`src/rtl/center_stream_if.sv`:
```
// Stream bundle for center_stream: sample input, centred-sample output and
// the per-row mean / frame status sideband. The slave modport is the block's
// view; the master modport is the view of whatever drives and consumes it.
interface center_stream_if #(
  parameter int N_BITS = 22,
  parameter int ROW_W  = 3
);
  logic [N_BITS-1:0] in_data;
  logic              in_valid;
  logic              in_ready;
  logic [N_BITS-1:0] out_data;
  logic              out_valid;
  logic              out_ready;
  logic              out_last;
  logic [ROW_W-1:0]  out_row;
  logic [N_BITS-1:0] mean;
  logic              mean_valid;
  logic              frame_done;

  modport master (
    output in_data, in_valid, out_ready,
    input  in_ready, out_data, out_valid, out_last, out_row,
           mean, mean_valid, frame_done
  );

  modport slave (
    input  in_data, in_valid, out_ready,
    output in_ready, out_data, out_valid, out_last, out_row,
           mean, mean_valid, frame_done
  );
endinterface

```
`src/rtl/center_stream.sv`:
```
// center_stream: streaming per-row mean removal.
// Buffers one row of SIZE_B signed samples while summing it, computes the
// floor mean with an arithmetic shift, then replays the row minus the mean.
// Optional feature: define CENTER_STREAM_SAT_EN to clamp the centred sample
// to the N_BITS signed range; otherwise it wraps (two's complement).
module center_stream #(
  parameter int SIZE_A = 8,
  parameter int SIZE_B = 8,
  parameter int N_BITS = 22
) (
  input  logic           clk,
  input  logic           rst_n,
  center_stream_if.slave s
);
  localparam int LOG_B = $clog2(SIZE_B);
  localparam int ROW_W = (SIZE_A > 1) ? $clog2(SIZE_A) : 1;
  localparam int ACC_W = N_BITS + LOG_B;
  localparam logic [LOG_B-1:0] COL_LAST = LOG_B'(SIZE_B - 1);
  localparam logic [ROW_W-1:0] ROW_LAST = ROW_W'(SIZE_A - 1);

  typedef enum logic [1:0] {ACCUM, MEAN, EMIT} state_t;

  state_t                         state;
  logic signed [ACC_W-1:0]        acc;
  logic [LOG_B-1:0]               col;
  logic [ROW_W-1:0]               row;
  logic [SIZE_B-1:0][N_BITS-1:0]  buffer;
  logic [N_BITS-1:0]              mean_q;
  logic                           in_ready_q;
  logic                           out_valid_q;
  logic                           mean_valid_q;
  logic                           frame_done_q;

  logic                           accept;
  logic                           xfer;
  logic signed [ACC_W-1:0]        row_sum;
  logic signed [ACC_W-1:0]        mean_full;
  logic signed [N_BITS:0]         diff;
  logic [N_BITS-1:0]              centred;

  assign accept    = s.in_valid && in_ready_q;
  assign xfer      = out_valid_q && s.out_ready;
  // Sum including the sample being accepted, so the last sample of the row
  // feeds the mean in the same cycle it is taken.
  assign row_sum   = acc + $signed({{LOG_B{s.in_data[N_BITS-1]}}, s.in_data});
  assign mean_full = row_sum >>> LOG_B;
  // One extra bit so buffer - mean can never overflow before reduction.
  assign diff      = $signed({buffer[col][N_BITS-1], buffer[col]})
                   - $signed({mean_q[N_BITS-1], mean_q});

  // Reduce the N_BITS+1 difference back to the sample width.
  always_comb begin
    centred = diff[N_BITS-1:0];
`ifdef CENTER_STREAM_SAT_EN
    if (diff[N_BITS] != diff[N_BITS-1])
      centred = diff[N_BITS] ? {1'b1, {(N_BITS-1){1'b0}}}
                             : {1'b0, {(N_BITS-1){1'b1}}};
`endif
  end

  assign s.in_ready   = in_ready_q;
  assign s.out_valid  = out_valid_q;
  assign s.out_data   = out_valid_q ? centred : '0;
  assign s.out_last   = out_valid_q && (col == COL_LAST);
  assign s.out_row    = row;
  assign s.mean       = mean_q;
  assign s.mean_valid = mean_valid_q;
  assign s.frame_done = frame_done_q;

  // Row FSM: accumulate/buffer, compute mean, replay centred row.
  always_ff @(posedge clk or negedge rst_n) begin
    if (!rst_n) begin
      state        <= ACCUM;
      acc          <= '0;
      col          <= '0;
      row          <= '0;
      buffer       <= '0;
      mean_q       <= '0;
      in_ready_q   <= 1'b0;
      out_valid_q  <= 1'b0;
      mean_valid_q <= 1'b0;
      frame_done_q <= 1'b0;
    end else begin
      mean_valid_q <= 1'b0;
      frame_done_q <= 1'b0;
      case (state)
        ACCUM: begin
          in_ready_q <= 1'b1;
          if (accept) begin
            buffer[col] <= s.in_data;
            acc         <= row_sum;
            col         <= col + 1'b1;
            if (col == COL_LAST) begin
              mean_q       <= mean_full[N_BITS-1:0];
              mean_valid_q <= 1'b1;
              in_ready_q   <= 1'b0;
              state        <= MEAN;
            end
          end
        end
        MEAN: begin
          acc         <= '0;
          col         <= '0;
          out_valid_q <= 1'b1;
          state       <= EMIT;
        end
        EMIT: begin
          if (xfer) begin
            col <= col + 1'b1;
            if (col == COL_LAST) begin
              out_valid_q  <= 1'b0;
              in_ready_q   <= 1'b1;
              row          <= (row == ROW_LAST) ? '0 : row + 1'b1;
              frame_done_q <= (row == ROW_LAST);
              state        <= ACCUM;
            end
          end
        end
        default: state <= ACCUM;
      endcase
    end
  end
endmodule

```
`src/flat_wrapper.sv`:
```
// flat-port wrapper written by rule: the top's interface ports become plain ports
module center_stream_flat 
#(
  parameter int SIZE_A = 8,
  parameter int SIZE_B = 8,
  parameter int N_BITS = 22
)
  (clk, rst_n, s_in_data, s_in_valid, s_out_ready, s_in_ready, s_out_data, s_out_valid, s_out_last, s_out_row, s_mean, s_mean_valid, s_frame_done);
  center_stream_if #(.N_BITS(N_BITS), .ROW_W((3))) s_i ();
  input  logic clk;
  input  logic rst_n;
  input wire logic [$bits(s_i.in_data)-1:0] s_in_data;
  input wire logic [$bits(s_i.in_valid)-1:0] s_in_valid;
  input wire logic [$bits(s_i.out_ready)-1:0] s_out_ready;
  output wire logic [$bits(s_i.in_ready)-1:0] s_in_ready;
  output wire logic [$bits(s_i.out_data)-1:0] s_out_data;
  output wire logic [$bits(s_i.out_valid)-1:0] s_out_valid;
  output wire logic [$bits(s_i.out_last)-1:0] s_out_last;
  output wire logic [$bits(s_i.out_row)-1:0] s_out_row;
  output wire logic [$bits(s_i.mean)-1:0] s_mean;
  output wire logic [$bits(s_i.mean_valid)-1:0] s_mean_valid;
  output wire logic [$bits(s_i.frame_done)-1:0] s_frame_done;
  assign s_i.in_data = s_in_data;
  assign s_i.in_valid = s_in_valid;
  assign s_i.out_ready = s_out_ready;
  assign s_in_ready = s_i.in_ready;
  assign s_out_data = s_i.out_data;
  assign s_out_valid = s_i.out_valid;
  assign s_out_last = s_i.out_last;
  assign s_out_row = s_i.out_row;
  assign s_mean = s_i.mean;
  assign s_mean_valid = s_i.mean_valid;
  assign s_frame_done = s_i.frame_done;
  center_stream #(.SIZE_A(SIZE_A), .SIZE_B(SIZE_B), .N_BITS(N_BITS)) u_core (.clk(clk), .rst_n(rst_n), .s(s_i));
endmodule
```
`config.mk`:
```
export PLATFORM = sky130hd
export DESIGN_NAME = center_stream_flat
export DESIGN_NICKNAME = d
export VERILOG_FILES = /design/src/rtl/center_stream_if.sv /design/src/rtl/center_stream.sv /design/src/flat_wrapper.sv
export SDC_FILE = /design/constraint.sdc
export NUM_CORES = 1
export LEC_CHECK = 0
export BUFFER_PORTS_ARGS = -buffer_cell sky130_fd_sc_hd__buf_2
export CAP_MARGIN = 30
export CELL_PAD_IN_SITES_DETAIL_PLACEMENT = 0
export CELL_PAD_IN_SITES_GLOBAL_PLACEMENT = 2
export CORE_UTILIZATION = 42
export DETAILED_ROUTE_END_ITERATION = 10
export PLACE_DENSITY_LB_ADDON = 0.1
export SETUP_SLACK_MARGIN = 0.05
export SLEW_MARGIN = 10
export SYNTH_ARGS = -nofsm -noshare
export SYNTH_HDL_FRONTEND = slang
export SYNTH_SLANG_ARGS = --single-unit
```
`constraint.sdc`:
```
create_clock -name clk -period 4 [get_ports clk]
set_input_delay 0.4 -clock clk [delete_from_list [all_inputs] [get_ports clk]]
set_output_delay 0.4 -clock clk [all_outputs]
set_load 0.01 [all_outputs]
```
==> impl_metrics.json <==
{
  "status": "finished, violations left",
  "violations": "negative hold slack, negative setup slack",
  "crit_path_end_kind": "primary output",
  "max_freq_mhz": 229.7,
  "use_met1_pct": 34.25,
  "critical_path_class": "reg -> out",
  "gp_congestion": 0.8693,
  "fin_crit_sh_pct": 108.8,
  "cts_sinks": 235,
  "grt_pass1_wl_um": 55550,
  "yosysSeqAreaShare_pct": 47.82,
  "clock_path_buffers": 3,
  "synth_common_cells": "235 x dfrtp_1, 184 x mux2_2, 89 x a22oi_1",
  "io_buffers": 77,
  "initial_core_util_pct": 42.73,
  "die_w_um": 173.1,
  "layout_setup_ws_ps": -353.1,
  "hold_viol_final": 29,
  "drc_errors": 0,
  "setup_viol": 14,
  "min_period_ps": 4353,
  "drt-initial-drc-count": 560,
  "async_reset_ff_share_pct": 100.0,
  "worstHoldPathType": "in -> async",
  "avgSynthCellArea_sq_um": 11.47,
  "cts-root-buf": "clkbuf_16",
  "synth-main-ff-cell": "dfrtp_1",
  "dp_hpwl_um": 23640,
  "synth_area_leaders": "dfrtp_1 48%, mux2_2 17%, a22oi_1 5.4%",
  "syn_area_sq_um": 12300,
  "grt.busiest_layer": "met2",
  "final_nets": 1266,
  "synth_top_area_share_pct": 47.82,
  "drt-pass1-iter-count": 5,
  "wirelength_um": 35980,
  "ys_types": 72,
  "grtUsageMet2_pct": 39.11,
  "cp_max_fo": 10,
  "multiInputGateArea_sq_um": 6437,
  "clk_latency_ps": 560,
  "pin_count": 78,
  "met3_usage_pct": 2.792,
  "worst_pin_slew_ps": 988.4,
  "power_density_nw_per_um2": 833.2,
  "avgRoutedWirePerCell_um": 22.60,
  "routed-via-count": 9076,
  "rsz0062_at_grt": "true",
  "vias_per_cell": 5.701,
  "maxSlewHeadroom_pct": 34.11,
  "arrival_ps": 3950,
  "diodes": 0,
  "htreeDepth": 1,
  "core_sq_um": 28780,
  "synth_edf_count": 0,
  "synth_fp_nets": 1151,
  "clk_pin_slew_ps": 60,
  "drive_gt1_share_pct": 39.07,
  "postRouteAntennaNets": 0,
  "final_util_pct": 52.43,
  "leakage_uw": 0.007128,
  "fin_hold_ws_ps": -58.76,
  "cts_tree": "built",
  "antenna_found_initial": 2,
  "place_ws_ps": 29.80,
  "cp_data_required_time_ps": 3600,
  "cap_violations": 0,
  "row_count": 62,
  "grt_usage_pct": 24.10,
  "yosys_warnings": 0,
  "area_delta_synth_final_pct": 22.70,
  "n_fill_cell": 2571,
  "r2r_cells": 10,
  "first_global_vias": 9332,
  "synth_largest_area_cell": "dfrtp_1",
  "finClkSkew_ps": 9.896,
  "slew_viol_final": 0,
  "peakVddDrop_uv": 346.0,
  "grt.overflow.total": 0,
  "ys_ff_latch": 235,
  "die_area_sq_um": 29970,
  "regArea_sq_um": 5884,
  "cp-start-kind": "flip-flop",
  "die_height_um": 173.1,
  "grt_max_degree": 124,
  "synth_cells": 1072,
  "cts_buffers": 27,
  "yosysMostFrequentCell": "dfrtp_1"
}
cells by family after synthesis:
| logic type | synth area share, % |
|---|---|
| compound gates | 15.02 |
| xor+xnor | 2.676 |
| fa+ha+maj | 5.515 |
| buf+inv | 3.388 |
| flops | 47.82 |
| mux | 17.46 |
| simple gates | 8.120 |
cells in the final DEF (no fill, tap or decap), types with 5 or more instances in the layout:
cell	instances
a22o_1	19
o21ai_0	34
a21o_1	19
nand2b_1	6
xnor2_1	18
mux2_2	184
buf_6	8
dfrtp_1	232
clkbuf_8	7
bufinv_16	6
nand3_1	12
ha_4	8
nand2_1	52
o21ai_1	5
xor2_1	12
nand4_1	22
clkbuf_16	28
buf_2	77
a31oi_1	6
a22oi_2	10
buf_12	10
ha_1	40
and3_1	6
mux2i_1	6
a22oi_1	79
nor2_1	45
buf_4	50
a21oi_2	13
inv_1	37
and2_1	11
a21oi_1	28
clkinv_2	5
worst max-delay path, cell delays in order, from the launching register on:
cell and delay, ps:
dfrtp_2 400, buf_4 150, and3b_2 240, buf_12 150, a22oi_2 170, nand4_1 230
ha_1 390, buf_4 150, nand3b_1 160, a31oi_4 130, a31oi_4 190, buf_6 130
nor2_1 50, a221o_1 350, a21oi_2 170, mux2i_1 190, buf_2 140
registers in the layout, summed over array words and instances (netlist names):
register,cells
u_core.acc,25
u_core.buffer,176
u_core.col,3
u_core.s.frame_done,1
u_core.s.in_ready,1
u_core.s.mean,22
u_core.s.mean_valid,1
u_core.s.out_row,3
u_core.s.out_valid,1
u_core.state,2
final cells by class:
class | count | area share [%]
clock inverters | 15 | 1.650
multi-input cells | 737 | 42.67
inverters | 38 | 0.9454
flip-flops and latches | 235 | 39.00
well taps | 384 | 3.184
repair buffers | 148 | 7.414
clock buffers | 35 | 5.141
final timing paths:
path,from,endpoint,slack (ps)
setup / recovery,u_core.col[1],s_out_data[16],-350
hold / removal,rst_n,u_core.s.out_row[0],-60
setup reg to reg,u_core.acc[0],u_core.acc[24],1150
hold reg to reg,u_core.buffer[56],u_core.buffer[56],510
max in group asynchronous,rst_n,u_core.buffer[170],3150
min in group clk,s_in_data[1],u_core.buffer[133],220
timing repair:
action                     CTS  global route
pin swaps                   43            19
buffers inserted            20            11
gates resized for setup     63            35
hold buffers                 0             0
setup endpoints to repair   14            14
cloned                       1             1
stage by stage:
step | hold slack [ps] | power [uW] | TNS [ps] | instance area (sq um) | cells
after floorplan | 104.4 | 7084 | 0 | 12300 | 1072
after global placement | 479.7 | 8717 | 0 | 13320 | 1510
after detailed placement | 480.3 | 8725 | 0 | 13320 | 1510
after CTS | 11.84 | 12230 | -3420 | 14840 | 1580
after global routing | 34.54 | 13370 | -5830 | 15090 | 1592
final | -58.76 | 12570 | -3577 | 15090 | 1592
per-layer routing:
metal / vias to the layer above / share of wire (%)
met3: 49 / 4.0
met1: 4622 / 47
met5: - / 0
met4: 0 / 2.3
li1: 4206 / -
met2: 199 / 47
where the power goes:
group / switching, uW / internal (uW)
combinational: 3200 / 2840
sequential: 516 / 3200
clock: 1050 / 1760
Power figures use the tool's default switching activity.
